### src/rtl/systolic_array_ctrl.sv
// Sequencer for a weight-stationary ROWS x COLS PE array: weight preload, skewed activation stream, ofmap drain.
// Optional cycle counter output perf_cycles is built when SYSTOLIC_ARRAY_CTRL_PERF_EN is defined.
module systolic_array_ctrl #(
  parameter int ROWS = 4,
  parameter int COLS = 4,
  parameter int AW   = 10
) (
  input  logic            clk,
  input  logic            rst,
  input  logic            start,
  input  logic [AW-1:0]   num_vec,
  input  logic [AW-1:0]   w_base,
  input  logic [AW-1:0]   a_base,
  input  logic [AW-1:0]   o_base,
  output logic            w_rd_en,
  output logic [AW-1:0]   w_rd_addr,
  output logic            weight_en,
  output logic            a_rd_en,
  output logic [AW-1:0]   a_rd_addr,
  output logic [ROWS-1:0] act_valid,
  output logic [COLS-1:0] col_valid,
  output logic            o_wr_en,
  output logic [AW-1:0]   o_wr_addr,
  output logic            busy,
  output logic            done
`ifdef SYSTOLIC_ARRAY_CTRL_PERF_EN
  ,
  output logic [31:0]     perf_cycles
`endif
);

  typedef enum logic [2:0] {IDLE, LOAD_W, STREAM, DRAIN, DONE} state_t;

  localparam logic [AW-1:0] ONE_C  = {{(AW-1){1'b0}}, 1'b1};
  localparam logic [AW-1:0] ROWS_C = ROWS[AW-1:0];

  state_t          state_r, state_n_s;
  logic [AW-1:0]   cnt_r, cnt_n_s;
  logic [AW-1:0]   wr_cnt_r;
  logic [AW-1:0]   num_vec_r, w_base_r, a_base_r, o_base_r;
  logic            accept_s;
  logic            w_rd_en_r, w_rd_en_n_s;
  logic [AW-1:0]   w_rd_addr_r, w_rd_addr_n_s;
  logic            a_rd_en_r, a_rd_en_n_s;
  logic [AW-1:0]   a_rd_addr_r, a_rd_addr_n_s;
  logic            weight_en_r;
  logic [ROWS-1:0] act_valid_r;
  logic [COLS-1:0] col_valid_r;
  logic            o_wr_en_r;
  logic [AW-1:0]   o_wr_addr_r;
  logic            busy_r, done_r, done_n_s;

  // Next-state and next-cycle strobe/address values; outputs are the registered copies.
  always_comb begin
    state_n_s     = state_r;
    cnt_n_s       = cnt_r;
    accept_s      = 1'b0;
    w_rd_en_n_s   = 1'b0;
    w_rd_addr_n_s = '0;
    a_rd_en_n_s   = 1'b0;
    a_rd_addr_n_s = '0;
    done_n_s      = 1'b0;
    case (state_r)
      IDLE: begin
        if (start) begin
          accept_s = 1'b1;
          cnt_n_s  = '0;
          if (num_vec != '0) begin
            state_n_s     = LOAD_W;
            w_rd_en_n_s   = 1'b1;
            w_rd_addr_n_s = w_base;
          end else begin
            state_n_s = DONE;
            done_n_s  = 1'b1;
          end
        end else begin
          state_n_s = IDLE;
        end
      end
      LOAD_W: begin
        if (cnt_r == ROWS_C) begin
          state_n_s     = STREAM;
          cnt_n_s       = '0;
          a_rd_en_n_s   = 1'b1;
          a_rd_addr_n_s = a_base_r;
        end else if (cnt_r < ROWS_C - ONE_C) begin
          cnt_n_s       = cnt_r + ONE_C;
          w_rd_en_n_s   = 1'b1;
          w_rd_addr_n_s = w_base_r + cnt_r + ONE_C;
        end else begin
          cnt_n_s = cnt_r + ONE_C;
        end
      end
      STREAM: begin
        if (cnt_r + ONE_C < num_vec_r) begin
          cnt_n_s       = cnt_r + ONE_C;
          a_rd_en_n_s   = 1'b1;
          a_rd_addr_n_s = a_base_r + cnt_r + ONE_C;
        end else begin
          state_n_s = DRAIN;
        end
      end
      DRAIN: begin
        if (wr_cnt_r == num_vec_r) begin
          state_n_s = DONE;
          done_n_s  = 1'b1;
        end else begin
          state_n_s = DRAIN;
        end
      end
      DONE:    state_n_s = IDLE;
      default: state_n_s = IDLE;
    endcase
  end

  // State, configuration latch, strobe registers and the skew/deskew pipelines.
  always_ff @(posedge clk or posedge rst) begin
    if (rst) begin
      state_r     <= IDLE;
      cnt_r       <= '0;
      wr_cnt_r    <= '0;
      num_vec_r   <= '0;
      w_base_r    <= '0;
      a_base_r    <= '0;
      o_base_r    <= '0;
      w_rd_en_r   <= 1'b0;
      w_rd_addr_r <= '0;
      a_rd_en_r   <= 1'b0;
      a_rd_addr_r <= '0;
      weight_en_r <= 1'b0;
      act_valid_r <= '0;
      col_valid_r <= '0;
      o_wr_en_r   <= 1'b0;
      o_wr_addr_r <= '0;
      busy_r      <= 1'b0;
      done_r      <= 1'b0;
    end else begin
      state_r     <= state_n_s;
      cnt_r       <= cnt_n_s;
      w_rd_en_r   <= w_rd_en_n_s;
      w_rd_addr_r <= w_rd_addr_n_s;
      a_rd_en_r   <= a_rd_en_n_s;
      a_rd_addr_r <= a_rd_addr_n_s;
      // Weight lands one cycle after its read; activations and partial sums ripple one stage per cycle.
      weight_en_r <= w_rd_en_r;
      act_valid_r <= {act_valid_r[ROWS-2:0], a_rd_en_r};
      col_valid_r <= {col_valid_r[COLS-2:0], act_valid_r[ROWS-1]};
      o_wr_en_r   <= col_valid_r[COLS-1];
      busy_r      <= (state_n_s != IDLE);
      done_r      <= done_n_s;
      if (col_valid_r[COLS-1]) begin
        o_wr_addr_r <= o_base_r + wr_cnt_r;
        wr_cnt_r    <= wr_cnt_r + ONE_C;
      end else begin
        o_wr_addr_r <= '0;
      end
      if (accept_s) begin
        num_vec_r <= num_vec;
        w_base_r  <= w_base;
        a_base_r  <= a_base;
        o_base_r  <= o_base;
        wr_cnt_r  <= '0;
      end
    end
  end

  assign w_rd_en   = w_rd_en_r;
  assign w_rd_addr = w_rd_addr_r;
  assign weight_en = weight_en_r;
  assign a_rd_en   = a_rd_en_r;
  assign a_rd_addr = a_rd_addr_r;
  assign act_valid = act_valid_r;
  assign col_valid = col_valid_r;
  assign o_wr_en   = o_wr_en_r;
  assign o_wr_addr = o_wr_addr_r;
  assign busy      = busy_r;
  assign done      = done_r;

`ifdef SYSTOLIC_ARRAY_CTRL_PERF_EN
  logic [31:0] perf_cnt_r, perf_cnt_n_s, perf_cycles_r;

  function automatic logic [31:0] sat_inc(input logic [31:0] v);
    return (v == 32'hFFFF_FFFF) ? v : v + 32'd1;
  endfunction

  // Running count of busy cycles including the one about to start.
  always_comb begin
    perf_cnt_n_s = perf_cnt_r;
    if (accept_s) begin
      perf_cnt_n_s = 32'd1;
    end else if (state_n_s != IDLE) begin
      perf_cnt_n_s = sat_inc(perf_cnt_r);
    end else begin
      perf_cnt_n_s = perf_cnt_r;
    end
  end

  // Counter plus the published total, refreshed as the DONE cycle begins.
  always_ff @(posedge clk or posedge rst) begin
    if (rst) begin
      perf_cnt_r    <= 32'd0;
      perf_cycles_r <= 32'd0;
    end else begin
      perf_cnt_r <= perf_cnt_n_s;
      if (state_n_s == DONE) begin
        perf_cycles_r <= perf_cnt_n_s;
      end
    end
  end

  assign perf_cycles = perf_cycles_r;
`endif

endmodule
### config.mk
export PLATFORM = sky130hd
export DESIGN_NAME = systolic_array_ctrl
export DESIGN_NICKNAME = d
export VERILOG_FILES = /design/src/rtl/systolic_array_ctrl.sv
export SDC_FILE = /design/constraint.sdc
export NUM_CORES = 1
export LEC_CHECK = 0
export BUFFER_PORTS_ARGS = -buffer_cell sky130_fd_sc_hd__buf_4
export CORE_MARGIN = 3
export CORE_UTILIZATION = 30
export CTS_CLUSTER_DIAMETER = 60
export DETAILED_ROUTE_END_ITERATION = 12
export PLACE_DENSITY_LB_ADDON = 0.12
export SYNTH_ARGS = -nofsm -noshare
export SYNTH_HDL_FRONTEND = slang
export SYNTH_SLANG_ARGS = --single-unit
### constraint.sdc
create_clock -name clk -period 3.25 [get_ports clk]
set_clock_uncertainty 0.05 [all_clocks]
set_input_delay 0.4875 -clock clk [delete_from_list [all_inputs] [get_ports clk]]
set_output_delay 0.4875 -clock clk [all_outputs]
set_load 0.03 [all_outputs]
# After elaboration in Yosys (flattened, before gate mapping)
# Index checks and enable logic that the tools add are counted.
[word_totals]
reg_bits = 107
inputBits = 43
out_inout_bits = 44
word_cells = 75
[op_classes]
n_addsub = 7
magnitude_cmp = 2
n_eq_ne = 7
n_mux = 35
reduce_logical = 6
[op_table]
columns = ["operator", "count"]
rows = [
  ["$mux 10", 12],
  ["$add 10x1->10 const B", 4],
  ["$pmux 10 s2", 2],
  ["$add 10x10->10", 3],
  ["$pmux 10 s3", 1],
  ["$mux 3", 5],
  ["$pmux 3 s4", 1],
  ["$mux 1", 11],
  ["$eq 10x10->1", 1],
  ["$eq 10x3->1 const B", 1],
  ["$lt 10x10->1", 1],
  ["$lt 10x2->1 const B", 1],
  ["$reduce_bool 10->1", 1],
  ["$eq 3x2->1 const B", 2],
  ["$pmux 1 s2", 3],
  ["$reduce_bool 3->1", 2],
  ["$ne 2x2->1 const B", 2],
  ["$eq 3x1->1 const B", 1],
  ["$logic_not 3->1", 1],
  ["$reduce_and 3->1", 1],
  ["$reduce_bool 2->1", 1],
]

# Logic depth before layout (Yosys ltp)
[logic_depth]
word_depth = 5
mapped_depth = 14
depth_no_buf = 13

# Worst setup path after synthesis
# Ideal clock, no wire load.
[synth_path]
kind = "reg-to-reg"
startpoint = "reg cnt_r[2]"
endpoint = "reg cnt_r[3]"
setup_ns = 0.096
t_arrival_ns = 2.872
t_required_ns = 3.104
setup_slack_ns = 0.233
path_stages_with_launch = 15
n_path_buf = 2
synth_period_minus_slack_ns = 3.017
cell_sequence = "dfrtp_1 buf_2 and3_1 and3_1 and3_1 and3_1 xor2_1 ha_1 nand3_1 nor4_1 o31ai_2 nand2_1 clkbuf_1 o21ai_0 o31ai_1"
[synth_between]
elab_chain_cells = 4
word_cells_on_any_way = 8
classes_between = "add/sub: 1; order compare: 1; eq/ne: 2; mux: 3; reduce/logical: 1"
[synth_rtl]
columns = ["element", "line", "source"]
rows = [
  ["start, declared", "38", "logic [AW-1:0] cnt_r, cnt_n_s;"],
  ["start signal, assigned", "139", "cnt_r <= cnt_n_s;"],
  ["$add 10x1->10", "n/a", ""],
  ["$lt 10x10->1", "95", "if (cnt_r + ONE_C < num_vec_r) begin"],
  ["$ne 2x2->1 (no source line)", "n/a", ""],
  ["$reduce_and 3->1 (no source line)", "n/a", ""],
]
# Several ways; a longest one is shown, not always the timed one. The select of a mux whose other input is x is not followed.
# A chain may end at the register's enable or synchronous reset.

# Worst setup path after layout
[layout_path]
startpoint = "reg cnt_r[0]"
endpoint = "reg a_rd_en_r (netlist: a_rd_en)"
[layout_between]
elab_chain_cells = 4
word_cells_on_any_way = 6
classes_between = "add/sub: 1; order compare: 1; eq/ne: 1; mux: 3"
[layout_rtl]
columns = ["element", "line", "source"]
rows = [
  ["$add 10x1->10", "95", ""],
  ["$lt 10x10->1", "95", ""],
  ["$mux 1", "95", ""],
  ["$pmux 1 s2 *", "63", "case (state_r)"],
  ["net a_rd_en_n_s", "44", "logic a_rd_en_r, a_rd_en_n_s;"],
  ["end signal, assigned", "142", "a_rd_en_r <= a_rd_en_n_s;"],
  ["end, declared", "44", ""],
]
# Mark *: on every way through the listed nets, which the timed path passes. The rest lies on a longest branch.

==> impl_metrics.toml <==
[logic_synthesis]
yosys_warnings = 0
synth_top_area_cell = "dfrtp_1"
ys_seq_area_share_pct = 47.5
synth_cell_types = 49
synth_edf_count = 0
ys.flop_type = "dfrtp_1"
synth_area_um2 = 5640
synth_top_area_share_pct = 47.5
synthesis.nets = 685
syn_inst = 600
ys_async_sr_fraction_pct = 100
syn_avg_cell_area_um2 = 9.40
synthTopCellsByArea = "dfrtp_1, ha_1, nand2_1"
synth-seq-cells = 107

[timing]
tns_ns = 0
slew_viol_final = 0
min_period_ns = 3.09
rsz0062_at_grt = "no"
fmax_mhz = 324
finalHoldViolCount = 0
holdWs_ns = 0.0820
slew_headroom_pct = 48.2
setup_viol = 0
worst_pin_slew_ns = 0.774
post-route-period-util_pct = 95.0

[floorplanning]
rows = 49
dieArea_um2 = 20500
die-height_um = 143
die_w_um = 143
coreArea_um2 = 18200
initial_utilization_pct = 31.0
ioPinCount = 87

[worst_setup_path]
reg2reg_slack_ns = 0.16
cp.required_ns = 3.44
r2r_start = "cnt_r[0]$_DFFE_PP0P_"
cp.arrival_ns = 3.27
r2r-end = "a_rd_en$_DFF_PP0_"
worst-path-max-fanout = 7
crit_type = "flop to flop"
crit_start = "cnt_r[0]$_DFFE_PP0P_"
startpoint_type = "flop"
endpoint_kind = "flop"
reg2reg_depth = 12
cp-endpoint = "a_rd_en$_DFF_PP0_"

[pwr]
p_leak_nw = 3.50
max-vdd-ir-drop_mv = 0.363
powerDensity_nw_per_um2 = 851

[route]
antenna_left = 0
vias = 4525
wl_per_cell_um = 15.8
drc = 0
first_iter_violations = 273
drtPass1Iterations = 4
vias_per_cell = 4.85
drt_wl_total_um = 14700

[final_layout]
final_common_cell = "nand2_1"
nFillCells = 1834
final_cell_mix = "nand2_1, buf_4, dfrtp_1"
syn_to_final_growth_pct = 23.7
drive_gt1_share_pct = 20.0
antenna_cells = 0
final_nets = 785
stdcell_area_um2 = 6980
multi_input_area_um2 = 2800
seqCellArea_um2 = 2680
postLayoutCoreUtil_pct = 38.3

[placement]
place_congestion = 0.835
portBuffers = 86
placed_cell_area_um2 = 6650
hpwl_um = 10700

[cts]
cts_buffers = 9
insertion_delay_ns = 0.35
path_clk_slew_ns = 0.07
cts_max_path_buffers = 2
holdBufCountCts = 0
cts_root_buf = "clkbuf_16"
cts_tree = "yes"
cts_sinks = 107
htreeDepth = 3

[global_route]
antenna_found_initial = 0
grt_pass1_vias = 4554
grt_overflow = 0
grt_pass1_wl_um = 23800
grt_usage_pct = 14.8
grt_max_degree = 41

[status]
outcome = "completed"

[hold_path]
hold_path.class = "primary input to async pin"

[run]
cap_viol_max_count = 0
kinds of logic (layout without fill, tap and decap cells):
logic type / after synthesis / in the layout / synth area share, %
XOR/XNOR: 40 / 40 / 6.21
flip-flops: 107 / 107 / 47.5
multiplexers: 3 / 3 / 0.533
AO/OA/AOI/OAI: 113 / 113 / 12.5
adder cells (fa/ha/maj): 42 / 42 / 9.72
buffers and inverters: 48 / 152 / 3.28
AND/OR/NAND/NOR: 247 / 247 / 20.3
state kept, by name, summed over array words and instances, names as in the netlist, 3 cells and up:
name	flops
col_valid	4
act_valid	4
wr_cnt_r	10
w_base_r	10
a_rd_addr	10
num_vec_r	10
a_base_r	10
w_rd_addr	10
cnt_r	10
o_wr_addr	10
state_r	3
o_base_r	10
metrics by stage:
stage | power (mW) | std cells | setup slack (ns)
after detailed placement | 4.87 | 913 | 0.0450
final | 5.94 | 933 | 0.161
after global routing | 6.44 | 933 | 0.00801
after CTS | 5.97 | 928 | 0.0253
after floorplan | 3.97 | 600 | 0.233
after global placement | 4.86 | 913 | 0.141
critical path, stage by stage, from the launching register on:
cell and delay [ns]:
dfrtp_2 0.44, and3_1 0.18, and3_1 0.19, and3_2 0.24, and3_1 0.21, xor2_1 0.16
ha_1 0.29, nand3_1 0.11, nor4_2 0.37, or2_1 0.21, nor3_4 0.06, buf_4 0.18
or2_2 0.27
power by group:
part / internal, mW / leakage (nW) / switching [mW] / total [mW]
combinational: 1.10 / 1.98 / 1.63 / 2.72
sequential: 1.80 / 1.39 / 0.360 / 2.16
clock: 0.560 / 0.135 / 0.492 / 1.05
area by class of cell:
type                    count  share of cell area (%)
multi-input cells         445                    40.1
flip-flops and latches    107                    38.4
repair buffers            109                    11.9
well taps                 229                    4.11
clock buffers              12                    3.68
inverters                  28                    1.56
clock inverters             3                   0.305
worst min path at each step:
stage                                        from                  endpoint  cells past startpoint
after floorplan           a_base_r[9]$_DFFE_PP0P_   a_base_r[9]$_DFFE_PP0P_                      2
after global placement          w_rd_en$_DFF_PP0_       weight_en$_DFF_PP0_                      0
after detailed placement   act_valid[2]$_DFF_PP0_    act_valid[3]$_DFF_PP0_                      0
after CTS                                     rst  num_vec_r[6]$_DFFE_PP0P_                      2
after global routing                          rst  num_vec_r[6]$_DFFE_PP0P_                      2
final                                         rst  num_vec_r[6]$_DFFE_PP0P_                      2
routing by layer:
layer	global-route usage [%]	routed length, um	part of all wire (%)
met1	19.6	6800	46
met2	24.8	7170	49
met3	3.25	548	3.7
met4	3.80	186	1.3
met5	0	0	0
what timing repair did:
item                       4_1_cts  5_1_grt
cloned                           0        0
pin swaps                        1        3
gates resized for setup          0        7
setup buffers                    0        5
setup endpoints to repair        1       18
Yosys cell counts (2+ instances only):
cell type	instances
nand2_1	129
dfrtp_1	107
o21ai_0	54
ha_1	39
nor2_1	35
inv_1	27
xor2_1	23
nand3_1	20
clkbuf_1	18
a21oi_1	17
xnor2_1	17
nand2b_1	10
nand4_1	10
a21o_1	8
and3_1	6
nor2b_1	6
o31ai_1	6
or3_1	6
nor4_1	5
a211oi_1	4
nor3_1	4
a21boi_0	3
a32o_1	3
fa_1	3
mux2i_1	3
nor3b_1	3
o21a_1	3
o31a_1	3
o31ai_2	3
or2_2	3
a31oi_1	2
and2_1	2
o32ai_1	2
Power figures use the tool's default switching activity.
